File: src/rtl/i_cache_refill.sv
// Miss queue and line-refill engine for i_cache: collects lane misses with
// duplicate suppression, reads one line per miss and presents it as a fill.
module i_cache_refill #(
    parameter int unsigned ADDR_WIDTH  = 32,
    parameter int unsigned LINE_SIZE   = 2,
    parameter int unsigned QUEUE_DEPTH = 4
) (
    input  logic                      clk,
    input  logic                      reset,
    input  logic [1:0]                miss_valid,
    input  logic [ADDR_WIDTH-1:0]     miss_addr [2],
    input  logic                      ext_flush,
    output logic                      mem_req_valid,
    input  logic                      mem_req_ready,
    output logic [ADDR_WIDTH-1:0]     mem_req_addr,
    input  logic                      mem_resp_valid,
    input  logic [31:0]               mem_resp_data,
    output logic [ADDR_WIDTH-1:0]     fetch_addr,
    output logic                      fetch_addr_valid,
    output logic [32*LINE_SIZE-1:0]   fetched_data,
    output logic                      queue_full,
    output logic                      busy
);
    localparam int unsigned OFF = 2 + $clog2(LINE_SIZE);
    localparam int unsigned PW  = $clog2(QUEUE_DEPTH);
    localparam int unsigned CW  = PW + 1;
    localparam int unsigned BW  = $clog2(LINE_SIZE);
    localparam logic [ADDR_WIDTH-1:0] LINE_MASK = {{(ADDR_WIDTH-OFF){1'b1}}, {OFF{1'b0}}};

    typedef enum logic [1:0] {IDLE, REQ, RESP, WRITE} state_t;
    state_t state, state_next;

    logic [ADDR_WIDTH-1:0]  queue [QUEUE_DEPTH];
    logic [PW-1:0]          rd_ptr, wr_ptr;
    logic [CW-1:0]          count;
    logic [ADDR_WIDTH-1:0]  cur_line;
    logic [BW-1:0]          beat;
    logic [31:0]            line_buf [LINE_SIZE];

    logic [ADDR_WIDTH-1:0]  line0, line1;
    logic [QUEUE_DEPTH-1:0] slot_valid;
    logic                   dup0, dup1, push0, push1, pop, last_beat;

    // A slot is live when its distance from the read pointer is below count.
    always_comb begin
        slot_valid = '0;
        for (int unsigned i = 0; i < QUEUE_DEPTH; i++) begin
            slot_valid[i] = {1'b0, PW'(i) - rd_ptr} < count;
        end
    end

    always_comb begin
        line0 = miss_addr[0] & LINE_MASK;
        line1 = miss_addr[1] & LINE_MASK;
        dup0  = (state != IDLE) && (line0 == cur_line);
        dup1  = ((state != IDLE) && (line1 == cur_line)) || (miss_valid[0] && (line1 == line0));
        for (int unsigned i = 0; i < QUEUE_DEPTH; i++) begin
            if (slot_valid[i] && (queue[i] == line0)) dup0 = 1'b1;
            if (slot_valid[i] && (queue[i] == line1)) dup1 = 1'b1;
        end
        push0 = !ext_flush && miss_valid[0] && !dup0 && (count < CW'(QUEUE_DEPTH));
        push1 = !ext_flush && miss_valid[1] && !dup1 &&
                ((count + CW'(push0)) < CW'(QUEUE_DEPTH));
        pop       = (state == IDLE) && (count != '0) && !ext_flush;
        last_beat = mem_resp_valid && (beat == BW'(LINE_SIZE - 1));
    end

    always_comb begin
        state_next       = state;
        mem_req_valid    = 1'b0;
        fetch_addr_valid = 1'b0;
        case (state)
            IDLE:  if (pop) state_next = REQ;
            REQ: begin
                mem_req_valid = 1'b1;
                if (mem_req_ready) state_next = RESP;
            end
            RESP:  if (last_beat) state_next = WRITE;
            WRITE: begin
                fetch_addr_valid = 1'b1;
                state_next       = IDLE;
            end
            default: state_next = IDLE;
        endcase
    end

    assign mem_req_addr = cur_line;
    assign queue_full   = count >= CW'(QUEUE_DEPTH - 1);
    assign busy         = (state != IDLE) || (count != '0);

    always_ff @(posedge clk or posedge reset) begin
        if (reset) state <= IDLE;
        else       state <= state_next;
    end

    always_ff @(posedge clk or posedge reset) begin
        if (reset) begin
            for (int unsigned i = 0; i < QUEUE_DEPTH; i++) queue[i] <= '0;
            rd_ptr <= '0;
            wr_ptr <= '0;
            count  <= '0;
        end else begin
            if (push0) queue[wr_ptr] <= line0;
            if (push1) queue[wr_ptr + PW'(push0)] <= line1;
            if (ext_flush) begin
                rd_ptr <= '0;
                wr_ptr <= '0;
                count  <= '0;
            end else begin
                wr_ptr <= wr_ptr + PW'(push0) + PW'(push1);
                rd_ptr <= rd_ptr + PW'(pop);
                count  <= count + CW'(push0) + CW'(push1) - CW'(pop);
            end
        end
    end

    // Fill outputs are captured on the last beat so they hold between fills.
    always_ff @(posedge clk or posedge reset) begin
        if (reset) begin
            cur_line <= '0;
            beat     <= '0;
            for (int unsigned i = 0; i < LINE_SIZE; i++) line_buf[i] <= '0;
            fetch_addr   <= '0;
            fetched_data <= '0;
        end else begin
            case (state)
                IDLE: if (pop) cur_line <= queue[rd_ptr];
                REQ:  if (mem_req_ready) beat <= '0;
                RESP: if (mem_resp_valid) begin
                    line_buf[beat] <= mem_resp_data;
                    beat           <= beat + 1'b1;
                    if (last_beat) begin
                        fetch_addr <= cur_line;
                        for (int unsigned i = 0; i < LINE_SIZE; i++) begin
                            fetched_data[32*i +: 32] <= (BW'(i) == beat) ? mem_resp_data : line_buf[i];
                        end
                    end
                end
                default: ;
            endcase
        end
    end
endmodule

File: config.mk
export PLATFORM = sky130hd
export DESIGN_NAME = i_cache_refill
export DESIGN_NICKNAME = d
export VERILOG_FILES = /design/src/rtl/i_cache_refill.sv
export SDC_FILE = /design/constraint.sdc
export NUM_CORES = 1
export LEC_CHECK = 0
export CAP_MARGIN = 5
export CORE_MARGIN = 2
export CORE_UTILIZATION = 35
export CTS_CLUSTER_SIZE = 20
export DETAILED_ROUTE_END_ITERATION = 16
export GPL_TIMING_DRIVEN = 0
export SLEW_MARGIN = 20
export SYNTH_ARGS = -nofsm -noshare
export SYNTH_HDL_FRONTEND = slang
export SYNTH_SLANG_ARGS = --single-unit
File: constraint.sdc
create_clock -name clk -period 28.9 [get_ports clk]
set_input_delay 2.89 -clock clk [delete_from_list [all_inputs] [get_ports clk]]
set_output_delay 2.89 -clock clk [all_outputs]
set_load 0.03 [all_outputs]
* Word-level counts from Yosys, hierarchy flattened *
Cells that the tools add are included.

word-level totals
  register bits after elaboration = 330
  bits in latches = 0
  bits in writable memories = 0
  ROM bits = 0
  input port bits = 103
  logic and storage cells = 134
  memories kept = 0

operators by class
  add/sub/neg operators = 11
  multipliers = 0
  div/mod/pow operators = 0
  order comparisons = 14
  eq/ne operators = 18
  shift operators = 0
  muxes and demuxes = 36
  bitwise logic cells = 4
  reductions and logical operators = 37

operators with widths
  kind                                                      number
  equality test 32 bit                                      10
  bitwise mux 128 bit                                       2
  two-way mux 128 bit                                       2
  two-way mux 32 bit                                        7
  demux 32 bit (select 2 bit)                               2
  binary-select mux 32 bit (select 2 bit)                   1
  bitwise mux 64 bit                                        1
  demux 32 bit (select 1 bit)                               1
  equality test 29 bit                                      1
  logical AND 1 bit                                         23
  < comparator 2 x 3 -> 1 bit                               4
  two-way mux 1 bit                                         12
  two-way mux 2 bit                                         5
  greater-or-equal comparator 3 bit, second input constant  3
  NOT 2 -> 3 bit                                            3
  AND reduction 3 bit                                       3
  inequality test 2 bit, second input constant              4
  case mux 2 bit (4 select lines)                           1
  adder 2 x 1 -> 2 bit                                      3
  adder 3 x 1 -> 3 bit                                      2
  < comparator 3 x 1 -> 1 bit, second input constant        2
  < comparator 3 bit, second input constant                 2
  equality test 2 bit, second input constant                2
  AND reduction 2 bit                                       2
  other kinds (16)                                          22

* Logic depth before layout (Yosys ltp) *
Gate-level depths: netlist (run 1).

  depth in word-level cells = 18
  gate-level depth with buffers = 25
  mapped depth without buffers = 21

* Worst setup path after synthesis (run 1) *
OpenSTA, ideal clock, no wires.

  path type = input -> register
  start = input miss_addr[46] (netlist bit)
  end = register count[2]
  library setup time = 0.131 ns
  arrival time = 6.719 ns
  setup slack = 22.049 ns
  stages = 22
  buffers on the path = 3
  cells stage by stage = buf_2 xor2_1 nor4_1 nand4_1 or4_4 nand3_4 buf_6 buf_6 nor3_1 ha_1 ha_1 xnor2_1 nand3b_1 a21oi_1 nand2_1 nor3_1 ha_1 inv_1 fa_1 xnor2_1 xnor2_1 nor2_1

on the way
  word-level cells in the longest chain between the ends = 15
  elaborated cells between the ends (all ways) = 32
  classes of those cells = add/sub (3); order compare (1); eq/ne (6); mux (9); reduce/logical (13)

RTL lines
  item                                     RTL line  text
  start, declared                          11        input logic [ADDR_WIDTH-1:0] miss_addr [2],
  equality test 32 bit (on tied branches)  55, 58
  logical AND 1 bit (on tied branches)     55, 58
  two-way mux 1 bit (4 in a row)           58        if (slot_valid[i] && (queue[i] == line0)) dup0 = 1'b1;
  logical NOT 1 bit                        61        push0 = !ext_flush && miss_valid[0] && !dup0 && (count < CW'(QUEUE_DEPTH));
  logical AND 1 bit (2 in a row)           61
  adder 3 x 1 -> 3 bit                     63, 112
  < comparator 3 bit                       63        ((count + CW'(push0)) < CW'(QUEUE_DEPTH));
  logical AND 1 bit                        62        push1 = !ext_flush && miss_valid[1] && !dup1 &&
  adder 3 x 1 -> 3 bit *                   112       count <= count + CW'(push0) + CW'(push1) - CW'(pop);
  subtractor 3 x 1 -> 3 bit *              112
  two-way mux 3 bit *                      105       if (ext_flush) begin
  end signal, assigned                     112
  end, declared                            35        logic [CW-1:0] count;

Every way passes the cells marked *; elsewhere a longest branch is shown, timed or not.
A chain may end at the register's enable or synchronous reset.

* Worst setup path in the final report (run 1) *
  start = input miss_addr[60] (netlist bit)
  end = register count[2]

Same word-level chain as after synthesis.

==> results of run 1 <==
[metrics by stage]
stage | total power [uW] | hold slack, ps | utilization | std cells
global route | 2600 | 489 | 0.431 | 2839
global placement | 1950 | 439 | 0.404 | 2766
CTS | 2480 | 442 | 0.431 | 2839
finish | 2510 | 444 | 0.432 | 2844
detailed placement | 1970 | 450 | 0.406 | 2769
floorplan | 1460 | 433 | - | 1917
[kinds of logic after synthesis]
| kind of cell | Yosys count |
|---|---|
| compound gates | 251 |
| mux | 96 |
| fa+ha+maj | 16 |
| flops | 298 |
| buf+inv | 224 |
| xor+xnor | 327 |
| simple gates | 705 |
[path summary, 6_finish.rpt]
path | slack [ps] | depth (start not counted) | end | start
min reg2reg | 440 | 2 | fetched_data[12]$_DFFE_PP0P_ | line_buf[44]$_DFFE_PP0P_
max reg2reg | 21840 | 24 | count[2]$_DFF_PP0_ | rd_ptr[1]$_DFF_PP0_
max in group asynchronous | 24940 | 4 | fetch_addr[17]$_DFFE_PP0P_ | reset
max | 20460 | 22 | count[2]$_DFF_PP0_ | miss_addr[60]
min in group asynchronous | 2760 | 2 | line_buf[43]$_DFFE_PP0P_ | reset
min | 440 | 2 | fetched_data[12]$_DFFE_PP0P_ | line_buf[44]$_DFFE_PP0P_
[metal layers]
metal	vias to the layer above	routed length (um)	global-route usage	part of all wire
li1	7323	-	-	-
met1	8673	36000	0.430	0.40
met2	1211	39300	0.502	0.44
met3	260	9540	0.0862	0.11
met4	4	4950	0.157	0.055
met5	-	27	0	0.00030
[state kept, by name, summed over array words and instances (netlist names)]
register / count
mem_req_addr: 32
fetched_data: 64
line_buf: 32
beat: 1
wr_ptr: 2
state: 2
count: 3
queue: 128
fetch_addr: 32
rd_ptr: 2
[cells in the mapped netlist (all sizes together), types with 2 or more instances]
| cell type | number | share of area |
|---|---|---|
| a21oi | 5 | 0.0014 |
| a31oi | 116 | 0.040 |
| and3 | 14 | 0.0051 |
| buf | 149 | 0.050 |
| clkbuf | 64 | 0.013 |
| dfrtp | 298 | 0.41 |
| ha | 15 | 0.010 |
| inv | 11 | 0.0023 |
| mux2 | 64 | 0.040 |
| mux4 | 32 | 0.040 |
| nand2 | 298 | 0.061 |
| nand3 | 20 | 0.0062 |
| nand4 | 162 | 0.056 |
| nor2 | 15 | 0.0031 |
| nor2b | 6 | 0.0021 |
| nor3 | 15 | 0.0041 |
| nor3b | 2 | 0.00082 |
| nor4 | 160 | 0.055 |
| o21a | 2 | 0.00082 |
| o21ai | 123 | 0.034 |
| o22ai | 2 | 0.0010 |
| or3 | 6 | 0.0021 |
| or4 | 4 | 0.0019 |
| xnor2 | 162 | 0.078 |
| xor2 | 165 | 0.079 |
[area by class of cell]
type,count,area share
Antenna cell,5,0.000564
Timing Repair Buffer,172,0.0800
Multi-Input combinational cell,1395,0.431
Buffer,213,0.0521
Clock buffer,55,0.0489
Sequential cell,298,0.336
Clock inverter,15,0.0105
Tap cell,680,0.0383
Inverter,11,0.00220
[report_power, final]
group | internal, uW | switching, uW
sequential | 609 | 298
combinational | 464 | 625
clock | 308 | 205
total | 1380 | 1130
[tightest hold or removal path, stage by stage, from the launching register on]
cell	delay, ps
sky130_fd_sc_hd__dfrtp_1	330
sky130_fd_sc_hd__nand2_1	50
sky130_fd_sc_hd__nand2_1	50
==> insert_results.sql, run 1 <==
INSERT INTO impl_metrics (metric_group, metric, value, unit) VALUES
('layout', 'final_net_count', '2248', ''),
('route', 'totalWireLength', '89.9', 'mm'),
('synth', 'synth_compound_gate_area_share', '0.0784', ''),
('die', 'vertical_extent_of_the_die', '232', 'um'),
('setup_path', 'critical_path_arrival', '8860', 'ps'),
('setup_path', 'critical_path.max_fanout', '10', ''),
('setup_path', 'cp.required', '29320', 'ps'),
('clock_tree', 'ctsHtreeMaxLevel', '2', ''),
('clock_tree', 'clk_transition_reported_paths', '60', 'ps'),
('synth', 'synth_warnings', '0', ''),
('synth', 'synth-seq-area-share', '0.409', ''),
('pwr', 'power_per_cell_area', '113', 'mW/mm^2'),
('clock_tree', 'clkLatencyLatePin', '580', 'ps'),
('synth', 'netlist-cell-type-count', '43', ''),
('synth', 'register_bit_total_from_synthesis', '298', ''),
('placement', 'place_ws', '19930', 'ps'),
('clock_tree', 'post_cts_sizing_count', '0', ''),
('die', 'starting_utilization_of_the_core_area', '0.355', ''),
('timing', 'rsz0062_at_grt', 'no', ''),
('synth', 'simple_gate_share_of_the_synthesized_area', '0.199', ''),
('placement', 'gp_routability_congestion', '1.03', ''),
('route', 'ant_nets', '0', ''),
('grt', 'global_route.usage.total', '0.328', ''),
('synth', 'syn-instance-count', '1917', ''),
('grt', 'grt_antenna_before_repair', '7', ''),
('synth', 'mapped_cell_area', '0.0182', 'mm^2'),
('layout', 'layout-area-overhead-vs-synth', '21.8', '%'),
('setup_path', 'critical-path-max-stage-delay', '770', 'ps'),
('timing', 'fmax', '119', 'MHz'),
('pwr', 'leakagePower', '0.00901', 'uW'),
('clock_tree', 'cts_buffers', '38', ''),
('outcome', 'run_status', 'complete, no violations', ''),
('synth', 'post_synth_mux_area_share', '0.0791', ''),
('synth', 'adder_cell_area_share_of_the_yosys_netlist', '0.0114', ''),
('clock_tree', 'root_buffer', 'sky130_fd_sc_hd__clkbuf_16', ''),
('placement', 'placed_cell_area', '0.0209', 'mm^2'),
('synth', 'post_synth.cell_area_avg', '9.51', 'um^2'),
('layout', 'sequential_cell_area', '0.00746', 'mm^2'),
('hold_path', 'worstHoldPathType', 'reg2reg', ''),
('timing', 'final.setup_skew', '37.9', 'ps'),
('timing', 'final_count_of_negative_setup_slack_endpoints', '0', ''),
('setup_path', 'timing.setup.critical_path_class', 'in2reg', ''),
('timing', 'period_share', '0.292', ''),
('route', 'wl_per_instance', '31.6', 'um'),
('synth', 'dominantRegCellSynth', 'sky130_fd_sc_hd__dfrtp_1', ''),
('synth', 'total_nets_after_synthesis', '2036', ''),
('die', 'rows', '83', ''),
('die', 'coreArea', '0.0514', 'mm^2'),
('clock_tree', 'tritoncts_clock_tree', 'yes', ''),
('synth', 'yosys.area_share.xor_xnor', '0.157', ''),
('placement', 'hpwlAfterDp', '67.1', 'mm'),
('die', 'chipWidth', '232', 'um'),
('grt', 'total_overflow_reported_by_the_global_router', '0', ''),
('grt', 'grt_start_max_net_pins', '88', ''),
('route', 'pre_antenna_drt_iters', '5', ''),
('setup_path', 'worst_path_dominant_cell_family', 'simple AND/OR/NAND/NOR gates', ''),
('timing', 'worst_slew_margin_rel', '0.286', ''),
('run', 'max_cap_viol_count', '0', ''),
('setup_path', 'critPathSlowestCell', 'sky130_fd_sc_hd__nor4_1', ''),
('timing', 'fin_ws', '20460', 'ps'),
('placement', 'port-buffer-count', '169', ''),
('timing', 'report.final.slew_viol_count', '0', ''),
('layout', 'proportion_of_layout_cells_with_a_drive_suffix_above_1', '0.143', ''),
('setup_path', 'crit_path_end_kind', 'flip-flop', ''),
('timing', 'worst_slew_pin_slew', '1060', 'ps'),
('die', 'dieArea', '0.0539', 'mm^2'),
('die', 'ioPinCount', '235', ''),
('timing', 'report.final.hold_viol_count', '0', ''),
('route', 'route.vias.total', '17500', ''),
('layout', 'fill_cells', '5036', ''),
('clock_tree', 'cts_hold_buf', '0', '');
(Power assumes the default switching activity.)
==> run 2, diff against run 1 <==
clock period = 7.1 ns   (was 28.9 ns; I/O delays follow)
==> run 2 against run 1 <==
Compared with the run above: register-to-register slack worse by 21000 ps; clock skew fell by 10 ps; final cell count is essentially flat; first-iteration DRC count up 12%; critical endpoint unchanged; critical path type is now reg2reg; utilization up 0.19 points.
==> insert_results.sql, run 2 (synthesized netlist as in run 1, its figures left out) <==
INSERT INTO impl_metrics (metric_group, metric, value, unit) VALUES
('outcome', 'run_status', 'complete, no violations', ''),
('layout', 'postLayoutCoreUtil', '0.434', ''),
('placement', 'port-buffer-count', '169', ''),
('pwr', 'p_int', '5640', 'uW'),
('setup_path', 'critical_path_arrival', '7040', 'ps'),
('layout', 'biggest_regs', 'queue x128, fetched_data x64', ''),
('pwr', 'power_per_cell_area', '452', 'mW/mm^2'),
('die', 'chipWidth', '232', 'um'),
('run', 'max_cap_viol_count', '0', ''),
('route', 'route.vias.total', '17400', ''),
('placement', 'gp_routability_congestion', '1.04', ''),
('grt', 'grt_antenna_before_repair', '3', ''),
('route', 'drt-initial-drc-count', '2485', ''),
('timing', 'report.final.hold_viol_count', '0', ''),
('layout', 'filler_free_cell_count_of_the_finished_design', '2842', ''),
('grt', 'total_overflow_reported_by_the_global_router', '0', ''),
('timing', 'rsz0062_at_grt', 'no', ''),
('layout', 'multi_input_area', '0.00958', 'mm^2'),
('layout', 'top_library_cells_by_usage_in_the_layout_fill_and_taps_aside', '298 x sky130_fd_sc_hd__nand2_1, 298 x sky130_fd_sc_hd__dfrtp_1, 169 x sky130_fd_sc_hd__clkdlybuf4s50_1, 165 x sky130_fd_sc_hd__xor2_1', ''),
('grt', 'global_route.usage.total', '0.310', ''),
('timing', 'fmax', '150', 'MHz'),
('placement', 'hpwlAfterDp', '64.0', 'mm'),
('route', 'pre_antenna_drt_iters', '8', ''),
('route', 'post_drt_via_cell_ratio', '6.12', ''),
('setup_path', 'crit_path_end_kind', 'flip-flop', ''),
('pwr', 'maximum_vdd_drop', '206', 'uV'),
('clock_tree', 'max-clock-path-buffers', '3', ''),
('clock_tree', 'cts_setup_buffers', '0', ''),
('layout', 'reg_with_most_ffs', 'queue', ''),
('pwr', 'p_sw', '4450', 'uW'),
('timing', 'report.final.slew_viol_count', '0', ''),
('clock_tree', 'cts_buffers', '36', ''),
('timing', 'shortest_clock_period_the_worst_path_allows_after_layout', '6650', 'ps'),
('timing', 'period_share', '0.936', ''),
('timing', 'worst_slew_margin_rel', '0.328', ''),
('pwr', 'leakagePower', '0.00907', 'uW'),
('die', 'starting_utilization_of_the_core_area', '0.355', ''),
('clock_tree', 'clkLatencyLatePin', '560', 'ps'),
('grt', 'via_count_of_the_first_global_routing_pass', '17100', ''),
('setup_path', 'cp.required', '7490', 'ps'),
('layout', 'final_area', '0.0223', 'mm^2'),
('die', 'ioPinCount', '235', ''),
('die', 'dieArea', '0.0539', 'mm^2'),
('layout', 'layout-area-overhead-vs-synth', '22.3', '%'),
('layout', 'proportion_of_layout_cells_with_a_drive_suffix_above_1', '0.147', ''),
('clock_tree', 'cts_sinks', '298', ''),
('timing', 'final.setup_skew', '27.9', 'ps'),
('hold_path', 'worstHoldPathType', 'reg2reg', ''),
('clock_tree', 'ctsHtreeMaxLevel', '2', ''),
('pwr', 'power_frac_comb', '0.435', ''),
('pwr', 'power_frac_clock', '0.202', ''),
('clock_tree', 'clk_transition_reported_paths', '60', 'ps'),
('setup_path', 'critical_path.max_fanout', '10', ''),
('timing', 'final_count_of_negative_setup_slack_endpoints', '0', ''),
('die', 'rows', '83', ''),
('die', 'coreArea', '0.0514', 'mm^2'),
('route', 'totalWireLength', '84.5', 'mm'),
('grt', 'first_pass_grt_wire_length', '121', 'mm'),
('timing', 'worst_slew_pin_slew', '1010', 'ps'),
('clock_tree', 'root_buffer', 'sky130_fd_sc_hd__clkbuf_16', ''),
('timing', 'hold_ws', '459', 'ps'),
('placement', 'placed_cell_area', '0.0210', 'mm^2'),
('grt', 'grt_start_max_net_pins', '35', ''),
('route', 'detail_route.drc_violations', '0', ''),
('timing', 'fin_ws', '452', 'ps'),
('die', 'vertical_extent_of_the_die', '232', 'um'),
('layout', 'max_reg_flops', '128', ''),
('route', 'wl_per_instance', '29.7', 'um'),
('pwr', 'share_seq_of_total_power', '0.363', ''),
('layout', 'final_net_count', '2253', ''),
('route', 'ant_nets', '0', ''),
('layout', 'sequential_cell_area', '0.00746', 'mm^2'),
('layout', 'fill_cells', '5006', ''),
('pwr', 'power_switching_share', '0.441', ''),
('clock_tree', 'tritoncts_clock_tree', 'yes', ''),
('placement', 'place_ws', '-198', 'ps'),
('setup_path', 'crit_path_start_kind', 'flip-flop', ''),
('placement', 'placed_cells_incl_taps', '2776', ''),
('setup_path', 'timing.setup.critical_path_class', 'reg2reg', '');
-- run 2: cell types whose count changed in the layout (fill, tap and decap cells not counted), sizes merged --
| cell | change |
|---|---|
| buf | +7 |
| bufinv | +1 |
| clkbuf | -4 |
| diode | -4 |
| inv | -2 |
-- run 2: timing repair --
action | 4_1_cts | 5_1_grt
setup endpoints to repair | 1 | 2
hold buffers | 0 | 0
gates resized for setup | 1 | 2
gates cloned | 0 | 0
-- run 2: per-stage QoR --
stage	power, uW	TNS [ps]
2_1_floorplan	5930	0
6_report	10100	0
3_5_place_dp	7950	-198
5_1_grt	10500	0
4_1_cts	10000	0
3_3_place_gp	7860	-109
-- run 2: worst paths after layout --
check	startpoint	endpoint	slack, ps	depth (start not counted)
min reg2reg	line_buf[61]$_DFFE_PP0P_	fetched_data[29]$_DFFE_PP0P_	460	2
max reg2reg	rd_ptr[1]$_DFF_PP0_	count[2]$_DFF_PP0_	450	24
min in group asynchronous	reset	fetched_data[16]$_DFFE_PP0P_	550	2
max	rd_ptr[1]$_DFF_PP0_	count[2]$_DFF_PP0_	450	24
max in group asynchronous	reset	queue[17]$_DFF_PP0_	5320	6
min	line_buf[61]$_DFFE_PP0P_	fetched_data[29]$_DFFE_PP0P_	460	2
-- run 2: power groups by stage --
stage	sequential, uW	combinational (uW)	clock, uW
after floorplan	3810	2130	0
final	3660	4390	2040
after detailed placement	3620	4330	0
after global routing	3700	4660	2140
after CTS	3590	4350	2060
after global placement	3590	4260	0
-- run 2: routing by layer --
layer | track usage | up-vias | share of wire
li1 | - | 7335 | -
met1 | 0.403 | 8616 | 0.40
met2 | 0.467 | 1159 | 0.43
met3 | 0.0823 | 275 | 0.10
met4 | 0.171 | 4 | 0.062
met5 | 0 | - | 0.00030
-- run 2: cell type report --
cell class | instances | share of cell area
diodes | 1 | 0.000112
plain buffers | 213 | 0.0519
clock buffers | 51 | 0.0474
clock inverters | 14 | 0.0107
inverters | 11 | 0.00202
multi-input cells | 1395 | 0.430
flip-flops and latches | 298 | 0.335
well taps | 680 | 0.0382
repair buffers | 179 | 0.0852
-- run 2: worst max-delay path, stage by stage (launching register included) --
cell	delay, ps
sky130_fd_sc_hd__dfrtp_1	360
sky130_fd_sc_hd__clkbuf_1	420
sky130_fd_sc_hd__buf_1	490
sky130_fd_sc_hd__xnor2_1	160
sky130_fd_sc_hd__ha_1	310
sky130_fd_sc_hd__a21oi_1	70
sky130_fd_sc_hd__o21ai_1	520
sky130_fd_sc_hd__or3_1	270
sky130_fd_sc_hd__nand3_4	220
sky130_fd_sc_hd__buf_6	240
sky130_fd_sc_hd__buf_6	160
sky130_fd_sc_hd__nor3_2	380
sky130_fd_sc_hd__ha_1	240
sky130_fd_sc_hd__ha_1	150
sky130_fd_sc_hd__xnor2_1	160
sky130_fd_sc_hd__nand3b_1	230
sky130_fd_sc_hd__a21oi_1	460
sky130_fd_sc_hd__nand2_1	130
sky130_fd_sc_hd__nor3_2	400
sky130_fd_sc_hd__ha_1	230
sky130_fd_sc_hd__inv_1	50
sky130_fd_sc_hd__fa_1	440
sky130_fd_sc_hd__xnor2_1	200
sky130_fd_sc_hd__xnor2_1	140
sky130_fd_sc_hd__nor2_1	50
